[config.mk]
export PLATFORM = sky130hd
export DESIGN_NAME = mux_rr_arbiter
export DESIGN_NICKNAME = d
export VERILOG_FILES = /design/src/rtl/mux_rr_arbiter.sv
export SDC_FILE = /design/constraint.sdc
export NUM_CORES = 1
export LEC_CHECK = 0
export BUFFER_PORTS_ARGS = -buffer_cell sky130_fd_sc_hd__buf_2
export CORE_MARGIN = 10
export CORE_UTILIZATION = 55
export CTS_CLUSTER_SIZE = 25
export DETAILED_ROUTE_END_ITERATION = 7
export PLACE_DENSITY = 0.8
export RECOVER_POWER = 25
export SYNTH_ARGS = -nofsm -noshare
export SYNTH_HDL_FRONTEND = slang
export SYNTH_SLANG_ARGS = --single-unit
[constraint.sdc]
create_clock -name clk -period 4.45 [get_ports clk]
set_input_delay 0.445 -clock clk [delete_from_list [all_inputs] [get_ports clk]]
set_output_delay 0.445 -clock clk [all_outputs]
set_load 0.01 [all_outputs]
[src/rtl/mux_rr_arbiter.sv]
// Round-robin arbiter around a 4:1 one-bit mux: picks an owner, drives the select, gates out with valid.
// Define MUX_ARB_TIMEOUT_EN to force-release a grant after MAX_BEATS consecutive cycles.
module mux_rr_arbiter #(
  parameter int MAX_BEATS = 4
) (
  input  logic       clk,
  input  logic       rst,
  input  logic [3:0] req,
  input  logic [3:0] x,
  output logic [1:0] a,
  output logic [3:0] gnt,
  output logic       valid,
  output logic       out
);
  localparam int CNT_W = $clog2(MAX_BEATS + 1);
  localparam logic [CNT_W-1:0] CNT_LAST = CNT_W'(MAX_BEATS - 1);
  localparam logic [0:0] S_IDLE  = 1'b0;
  localparam logic [0:0] S_GRANT = 1'b1;

  logic [0:0]       r_state;
  logic [3:0]       r_gnt;
  logic [1:0]       r_a;
  logic             r_valid;
  logic [CNT_W-1:0] r_cnt;
  logic [1:0]       r_ptr;

  logic [3:0] w_excl;
  logic [3:0] w_cand;
  logic [1:0] w_pick;
  logic       w_pick_vld;
  logic       w_tmo;
  logic       w_release;

  // Excluding the current owner only matters on a timeout (on a req drop its bit is already 0);
  // if it is the sole requester it falls back in and is re-granted.
  assign w_excl = req & ~r_gnt;
  assign w_cand = (|w_excl) ? w_excl : req;

  always_comb begin
    w_pick     = r_ptr;
    w_pick_vld = 1'b0;
    for (int j = 3; j >= 0; j--) begin
      if (w_cand[r_ptr + 2'(j)]) begin
        w_pick     = r_ptr + 2'(j);
        w_pick_vld = 1'b1;
      end
    end
  end

`ifdef MUX_ARB_TIMEOUT_EN
  assign w_tmo = (r_cnt == CNT_LAST);
`else
  assign w_tmo = 1'b0;
`endif

  assign w_release = ~req[r_a] | w_tmo;

  always_ff @(posedge clk) begin
    if (rst) begin
      r_state <= S_IDLE;
      r_gnt   <= '0;
      r_a     <= '0;
      r_valid <= 1'b0;
      r_cnt   <= '0;
      r_ptr   <= '0;
    end else begin
      case (r_state)
        S_IDLE: begin
          if (w_pick_vld) begin
            r_state <= S_GRANT;
            r_gnt   <= 4'b0001 << w_pick;
            r_a     <= w_pick;
            r_valid <= 1'b1;
            r_cnt   <= '0;
            r_ptr   <= w_pick + 2'd1;
          end
        end
        S_GRANT: begin
          if (w_release) begin
            if (w_pick_vld) begin
              r_gnt   <= 4'b0001 << w_pick;
              r_a     <= w_pick;
              r_cnt   <= '0;
              r_ptr   <= w_pick + 2'd1;
            end else begin
              r_state <= S_IDLE;
              r_gnt   <= '0;
              r_valid <= 1'b0;
            end
          end else if (r_cnt != CNT_LAST) begin
            r_cnt <= r_cnt + CNT_W'(1);
          end
        end
        default: r_state <= S_IDLE;
      endcase
    end
  end

  assign a     = r_a;
  assign gnt   = r_gnt;
  assign valid = r_valid;
  assign out   = r_valid & x[r_a];
endmodule

### Yosys cells after proc, flatten, opt, wreduce, memory -nomap -nowiden

Index checks and enable logic that the tools add are counted.

* input bits: 10
* bits in registers: 10
* output and inout bits: 8
* word-level logic and storage cells: 63

* reduce and logical (&&, ||, !) cells: 3
* $add $sub $neg: 4
* $lt $le $gt $ge: 5
* shift-type cells: 1
* bitwise operators: 4
* multiplexer cells: 38
* eq/ne operators: 3

Operator list (number)
* 2-to-1 mux 2 bit: 8
* 2-to-1 mux 4 bit: 4
* < comparator 2 x 3 -> 1 bit, second input constant: 5
* 2-to-1 mux 1 bit: 15
* binary-select mux 1 bit (select 2 bit): 6
* case mux 2 bit (2 select lines): 2
* case mux 4 bit (2 select lines): 1
* inequality test 2 bit, second input constant: 3
* adder 2 x 1 -> 2 bit, second input constant: 2
* adder 2 bit, second input constant: 2
* AND 4 bit: 1
* NOT 4 bit: 1
* case mux 1 bit (2 select lines): 2
* OR reduction 4 bit: 1
* left shift 1 x 2 -> 4 bit, first input constant: 1
* AND reduction 3 bit: 1
* AND reduction 2 bit: 1
* AND 1 bit: 1
* NOT 1 bit: 1

### Logic depth before layout (Yosys ltp)

Gate-level depths: netlist (run 1).

* depth after elaboration: 14
* depth in mapped cells: 11
* gate-level depth less buffers: 9

### Worst setup path after synthesis (run 1)

No wires, ideal clock.

* path type: input -> register
* from: input port req[0]
* to: register r_ptr[1]
* data required time: 4.364 ns
* path slack: 2.234 ns
* arrival time: 2.130 ns
* stages: 7
* path buffers: 1
* library setup time: 0.086 ns
* cells stage by stage: buf_2 > and2b_1 > or4_4 > a2111oi_4 > nor3_2 > ha_1 > a211oi_1

* cells in the longest elaborated chain, start to end: 13
* elaborated cells between the ends (all ways): 26
* classes of those cells: add/sub (1); eq/ne (1); mux (22); bitwise (1); reduce/logical (1)

Ends and longest elaborated chain
* start, declared: line 8 `input logic [3:0] req,`
* AND 4 bit: line 36 `assign w_excl = req & ~r_gnt;`
* OR reduction 4 bit: line 37 `assign w_cand = (|w_excl) ? w_excl : req;`
* 2-to-1 mux 4 bit (*): line 37
* binary-select mux 1 bit (select 2 bit): line 43 `if (w_cand[r_ptr + 2'(j)]) begin`
* 2-to-1 mux 1 bit (not written as such): line 43
* 2-to-1 mux 2 bit (3 in series): line 43
* 2-to-1 mux 2 bit (*): line 43
* named net w_pick[1]: line 29 `logic [1:0] w_pick;`
* adder 2 x 1 -> 2 bit (*): line 75, 84
* 2-to-1 mux 2 bit (*): line 69, 80
* 2-to-1 mux 2 bit: line 79 `if (w_release) begin`
* case mux 2 bit (2 select lines) (*): line 67 `case (r_state)`
* end signal, assigned: line 75 `r_ptr <= w_pick + 2'd1;`
* end signal, assigned: line 84 `r_ptr <= w_pick + 2'd1;`
* end, declared: line 25 `logic [1:0] r_ptr;`

The timed path passes the listed nets; every way through them passes the cells marked *. The select of a mux whose other input is x is not followed.
A chain may end at the register's enable or synchronous reset.

### Worst setup path after layout (run 1)

* from: register r_gnt[1] (netlist: gnt[1])
* to: register r_ptr[1]

* cells in the longest elaborated chain, start to end: 14
* elaborated cells between the ends (all ways): 24
* classes of those cells: add/sub (1); mux (20); bitwise (2); reduce/logical (1)

Ends and longest elaborated chain
* start, declared: line 21 `logic [3:0] r_gnt;`
* start signal, assigned: line 71 `r_gnt <= 4'b0001 << w_pick;`
* start signal, assigned: line 81 `r_gnt <= 4'b0001 << w_pick;`
* NOT 4 bit (*): line 36
* AND 4 bit (*): line 36
* OR reduction 4 bit: line 37
* 2-to-1 mux 4 bit (*): line 37
* binary-select mux 1 bit (select 2 bit): line 43
* 2-to-1 mux 1 bit (not written as such): line 43
* 2-to-1 mux 2 bit (4 in series): line 43
* adder 2 x 1 -> 2 bit: line 75, 84
* 2-to-1 mux 2 bit (*): line 69, 80
* 2-to-1 mux 2 bit: line 79
* case mux 2 bit (2 select lines) (*): line 67

Every way passes the cells marked *; elsewhere a longest branch is shown, timed or not. The select of a mux whose other input is x is not followed.

==> summary.txt, run 1 <==
Worst setup path
  • Worst path arrival time: roughly 2.6 ns
  • WP data required: around 4.6 ns
  • Worst setup SP type: flip-flop
  • CP Capture Type: flip-flop
  • Worst-path fanout max: 9
  • Critical path class: reg2reg
  • R2R depth: 8

GRT
  • Initial antenna violation count: 0
  • First-pass GRT wire length: 3480 µm
  • Total gr overflow: 0
  • Vias in the first global route: 799
  • GRT Util Overall: about an eighth
  • Pin count of the biggest net entering global routing: 12

Pwr
  • Clk pwr share: 16.6%
  • Switching pwr: around 200 µW
  • Switching Share: a little over two fifths
  • PwrDens: 508 mW/mm²
  • Power share of the combinational group: 51.0%
  • Internal power: around 280 µW
  • Peak VDD IR: between 400 and 500 µV
  • Register share of total power: 32.4%
  • Lkg Pwr: around 0.0004 µW

Logic synthesis
  • Syn Nets: approximately 110
  • Post-synth EDFFs: 0
  • Synth warn: 0
  • Area leader, netlist: dfxtp_1
  • Post-synth cell types: 48
  • Seq/Total Area, Yosys: a little under a quarter
  • Main synth FF type: dfxtp_1
  • Post-synthesis async set-or-reset flop share: 0%
  • Mapped Area: 863 µm²
  • Number of synthesized register bits: 10
  • Syn_area_per_cell: 9.09 µm²
  • Synth top area share: ~23%
  • Top cells by area, synth: dfxtp_1 23%, ha_1 4.3%, a21oi_1 4.1%, o21ai_0 4.1%, buf_6 3.9%
  • Post-synthesis instance total: 95

Timing
  • RSZ-0062 raised after global routing: no
  • Setup violations, final: 0
  • Hold WS: roughly 0.48 ns
  • Hold Fails Final Rpt: 0
  • Tcrit/Tclk final: between 50 and 60%
  • Worst relative slew slack: between 40% and 50%
  • Setup_tns: 0 ns
  • Fin crit period: 2.43 ns
  • Slew @ Worst Pin: between 0.8 and 0.9 ns
  • Max Clk Rate: 411 MHz
  • Max Slew Vio Count: 0
  • Clock skew: 0.00839 ns

Clock tree
  • TritonCTS Sinks: 10
  • Hold buffers post-CTS: 0
  • CTS buffer count: 3
  • Cts repair resizes: 0
  • H-tree depth reported by CTS: 1
  • CTS tree: done
  • # Post-CTS Setup Buffers: 0
  • Clock slew at reported path FFs: about 0.070 ns
  • CTS root buffer: clkbuf_4
  • Clk_lat worst skew: roughly 0.26 ns
  • CTS Buffer Depth: 2

Drt
  • Number of vias in the routed layout: slightly below 800
  • Wire per inst: 16.0 µm
  • Number of DRC markers in iteration 0: 14
  • Number of remaining DRC errors: 0
  • Antenna-violating nets left: 0
  • Drt first pass iters: 4
  • WL final: 2020 µm
  • Via-per-instance ratio: 6.22

Floorplan
  • Die Height: 59.6 µm
  • Row cnt: 14
  • Initial Utilization: between 50% and 60%
  • I/O pins: 18
  • Core area: between 0.001 and 0.0015 mm²
  • Die extent in x: approximately 60 µm
  • Die area: 0.00355 mm²

Finish
  • Share of cells above drive strength 1: 30.0%
  • P&R area growth vs syn: 8.99%
  • Diode count: 0
  • Nets@finish: around 120

Placed design
  • Routability cong.: 0.933
  • # port buffers: 17
  • DP HPWL: about 1600 µm

Hold path
  • WHS Path Cells: 2
  • Worst min path class: in2reg

Job
  • Max_cap viols: 0

Status
  • Outcome: complete, no violations
==> cells by family after synthesis <==
| group | synth area share (%) |
|---|---|
| fa+ha+maj | 4.35 |
| mux | 6.81 |
| flops | 23.2 |
| compound gates | 29.7 |
| buf+inv | 9.42 |
| simple gates | 26.5 |
==> layout make-up <==
cell class              instances  area [µm²]
repair buffers                 17        80.1
multi-input cells              73         582
well taps                      16        20.0
inverters                       6        22.5
flip-flops and latches         10         200
fillers                       130         548
clock buffers                   4        36.3
==> worst max-delay path, stage by stage, from the launching register on <==
cell and delay, ns:
dfxtp_1 0.36, and2b_1 0.38, o21ai_0 0.12, a22o_2 0.28
a2111oi_2 0.37, or2_1 0.27, inv_1 0.08, ha_1 0.27
a211oi_1 0.22
==> power by group through the flow <==
stage	registers (µW)	clock network (µW)	logic, µW
2_1_floorplan	150	0	210
3_3_place_gp	156	0	239
3_5_place_dp	156	0	248
4_1_cts	154	82.6	249
5_1_grt	161	87.6	273
6_report	155	79.2	244
==> state kept, by name (all words and copies together) (netlist names) <==
signal / count
r_ptr: 2
gnt: 4
r_state: 1
valid: 1
a: 2
==> cell usage in the layout, fill, tap and decap left out, types with 2 or more instances in the layout <==
cell and count:
nand3_1 2, a211oi_1 2, clkbuf_1 4, ha_1 3, dfxtp_1 10, a21oi_1 7, o21ai_0 7, clkbuf_4 3
nor4_1 2, and2_1 2, and2b_1 2, nor2_1 8, inv_1 6, nand2_1 6, buf_2 13
==> cell usage after synthesis (all sizes together), types with 2 or more instances <==
| cell type | number |
|---|---|
| and2b | 3 |
| ha | 3 |
| o31ai | 2 |
| nor4 | 2 |
| dfxtp | 10 |
| or2 | 2 |
| buf | 5 |
| and2 | 2 |
| a21oi | 7 |
| mux4 | 2 |
| o32ai | 2 |
| nand3 | 2 |
| nor2 | 8 |
| inv | 6 |
| o21ai | 7 |
| a211oi | 3 |
| and3 | 2 |
| a2111oi | 3 |
| nand2 | 6 |
==> final timing paths <==
| kind | start | end | slack [ns] |
|---|---|---|---|
| worst max register to register | gnt[1] | r_ptr[1] | 2.02 |
| worst min register to register | valid | valid | 0.49 |
| worst max-delay path | gnt[1] | r_ptr[1] | 2.02 |
| worst min-delay path | rst | r_ptr[0] | 0.48 |
==> metrics by stage <==
step	total power (µW)	instance area (µm²)	utilization (%)	instances	setup slack [ns]
global route	522	941	63.2	126	1.84
global placement	394	910	61.1	122	1.97
floorplan	361	863	-	95	2.23
detailed placement	405	910	61.1	122	1.86
finish	478	941	63.2	126	2.02
CTS	485	946	63.5	126	2.02
==> per-layer routing <==
layer	vias up	GRT usage (%)	part of all wire, %
li1	391	-	-
met1	369	14.4	42
met2	20	21.0	51
met3	4	2.36	5.4
met4	0	4.81	1.5
met5	-	0	0
Power figures use the tool's default switching activity.
==> run 2, diff against run 1 <==
- CORE_UTILIZATION: 55 -> 53
- PLACE_DENSITY: 0.8 -> 0.78
- clock period: 4.45 -> 2.5 ns (I/O delays scaled with it)
==> summary.txt, run 2 (synthesized netlist as in run 1, its figures left out) <==
Status
  • Outcome: complete, no violations (unchanged)

Timing
  • Slew @ Worst Pin: 0.498 ns (was 0.843 ns)
  • Clock skew: 0.000349 ns (was 0.00839 ns)
  • Setup_tns: 0 ns (unchanged)
  • Max Slew Vio Count: 0 (unchanged)
  • Setup violations, final: 0 (unchanged)
  • RSZ-0062 raised after global routing: no (unchanged)
  • Max Clk Rate: 431 MHz (was 411 MHz)
  • Tcrit/Tclk final: 92.8% (was 54.6%)
  • Fin crit period: 2.32 ns (was 2.43 ns)
  • Hold Fails Final Rpt: 0 (unchanged)
  • Worst relative slew slack: 66.0% (was 43.3%)

Floorplan
  • Initial Utilization: 56.7% (was 58.0%)
  • Die area: 0.00364 mm² (was 0.00355 mm²)
  • I/O pins: 18 (unchanged)
  • Die extent in x: 60.4 µm (was 59.6 µm)
  • Die Height: 60.4 µm (was 59.6 µm)
  • Core area: 0.00152 mm² (was 0.00149 mm²)
  • Row cnt: 14 (unchanged)

GRT
  • GRT Util Overall: 12.2% (about the same)
  • Total gr overflow: 0 (unchanged)
  • First-pass GRT wire length: 3400 µm (was 3480 µm)
  • Vias in the first global route: 703 (was 799)
  • Pin count of the biggest net entering global routing: 12 (unchanged)
  • Initial antenna violation count: 0 (unchanged)

Job
  • Max_cap viols: 0 (unchanged)

Drt
  • WL final: 2130 µm (was 2020 µm)
  • Number of vias in the routed layout: 776 (was 784)
  • Drt first pass iters: 4 (unchanged)
  • Number of remaining DRC errors: 0 (unchanged)
  • Wire per inst: 16.8 µm (was 16.0 µm)
  • Antenna-violating nets left: 0 (unchanged)
  • Via-per-instance ratio: 6.11 (was 6.22)
  • Number of DRC markers in iteration 0: 16 (was 14)

Worst setup path
  • Worst path arrival time: 2.49 ns (was 2.60 ns)
  • Worst setup SP type: flip-flop (unchanged)
  • WP data required: 2.67 ns (was 4.62 ns)
  • Critical path class: reg2reg (unchanged)
  • Worst-path fanout max: 9 (unchanged)
  • CP Capture Type: flip-flop (unchanged)

Finish
  • Most frequent cells in the layout: 14 x buf_2, 10 x dfxtp_1, 8 x nor2_1 (was 13 x buf_2, 10 x dfxtp_1, 8 x nor2_1)
  • Core Util, Final: 61.7% (was 63.2%)
  • Share of cells above drive strength 1: 31.5% (was 30.0%)
  • Most common cell after layout, fill and taps aside: buf_2 (unchanged)
  • Diode count: 0 (unchanged)
  • Nets@finish: 126 (was 124)
  • P&R area growth vs syn: 8.99% (unchanged)
  • Max FFs per register: 4 (unchanged)

Placed design
  • DP HPWL: 1630 µm (was 1620 µm)
  • Routability cong.: 0.942 (was 0.933)
  • # port buffers: 17 (unchanged)

Clock tree
  • CTS buffer count: 3 (unchanged)
  • CTS Buffer Depth: 2 (unchanged)
  • CTS tree: done (unchanged)
  • Clk_lat worst skew: 0.26 ns (about the same)
  • CTS root buffer: clkbuf_4 (unchanged)
  • Clock slew at reported path FFs: 0.06 ns (was 0.07 ns)
  • TritonCTS Sinks: 10 (unchanged)
  • # Post-CTS Setup Buffers: 0 (unchanged)
  • Hold buffers post-CTS: 0 (unchanged)
  • H-tree depth reported by CTS: 1 (unchanged)

Pwr
  • Lkg Pwr: 0.000402 µW (was 0.000399 µW)
  • Peak VDD IR: 508 µV (was 401 µV)
  • PwrDens: 895 mW/mm² (was 508 mW/mm²)

Hold path
  • Worst min path class: in2reg (unchanged)
run 2: cell count changes in the layout (fill, tap and decap cells not counted), sizes merged:
cell and change:
buf +2, clkbuf -1
run 2: final cells by class:
| class | count | area, µm² |
|---|---|---|
| sequential | 10 | 200 |
| timing repair buffer | 19 | 92.6 |
| fill | 138 | 583 |
| clock buffer | 3 | 22.5 |
| tap | 16 | 20.0 |
| multi-input combinational | 73 | 583 |
| inverter | 6 | 22.5 |
run 2: per-layer routing:
layer  share of wire (%)  global-route usage, %
met5                   0                      0
met3                 7.0                   2.71
met2                  50                   20.1
met4                 1.7                   5.77
met1                  41                   14.5
run 2: critical path: stages, from the launching register on:
cell and delay [ns]:
dfxtp_1 0.41, and2b_2 0.31, nor4b_2 0.42, a2111oi_0 0.16, nor3_2 0.39, ha_1 0.30, a211oi_1 0.22
run 2: worst paths after layout:
path | depth (start not counted) | slack, ns | end | startpoint
hold reg to reg | 2 | 0.49 | valid | valid
hold / removal | 2 | 0.28 | r_ptr[0] | rst
setup reg to reg | 6 | 0.18 | r_ptr[1] | gnt[1]
setup / recovery | 6 | 0.18 | r_ptr[1] | gnt[1]
run 2: repair_timing:
action / 4_1_cts / 5_1_grt
setup endpoints to repair: 0 / 1
hold endpoints to repair: 0 / 0
gates resized for setup: 0 / 1
run 2: through the flow:
step                total power, µW  std cells  setup WS, ns  instance area [µm²]  hold WS [ns]
global placement                726        124         0.264                  925         0.481
finish                          842        127         0.181                  941         0.279
CTS                             850        127         0.155                  947         0.280
floorplan                       642         95         0.331                  863         0.425
detailed placement              735        124         0.180                  925         0.486
global route                    911        127        0.0576                  941         0.306
run 2: where the power goes:
group / switching, µW / leakage [µW] / internal (µW)
sequential: 69.7 / 0.0000827 / 207
combinational: 245 / 0.000306 / 211
clock: 52.5 / 0.0000138 / 55.5
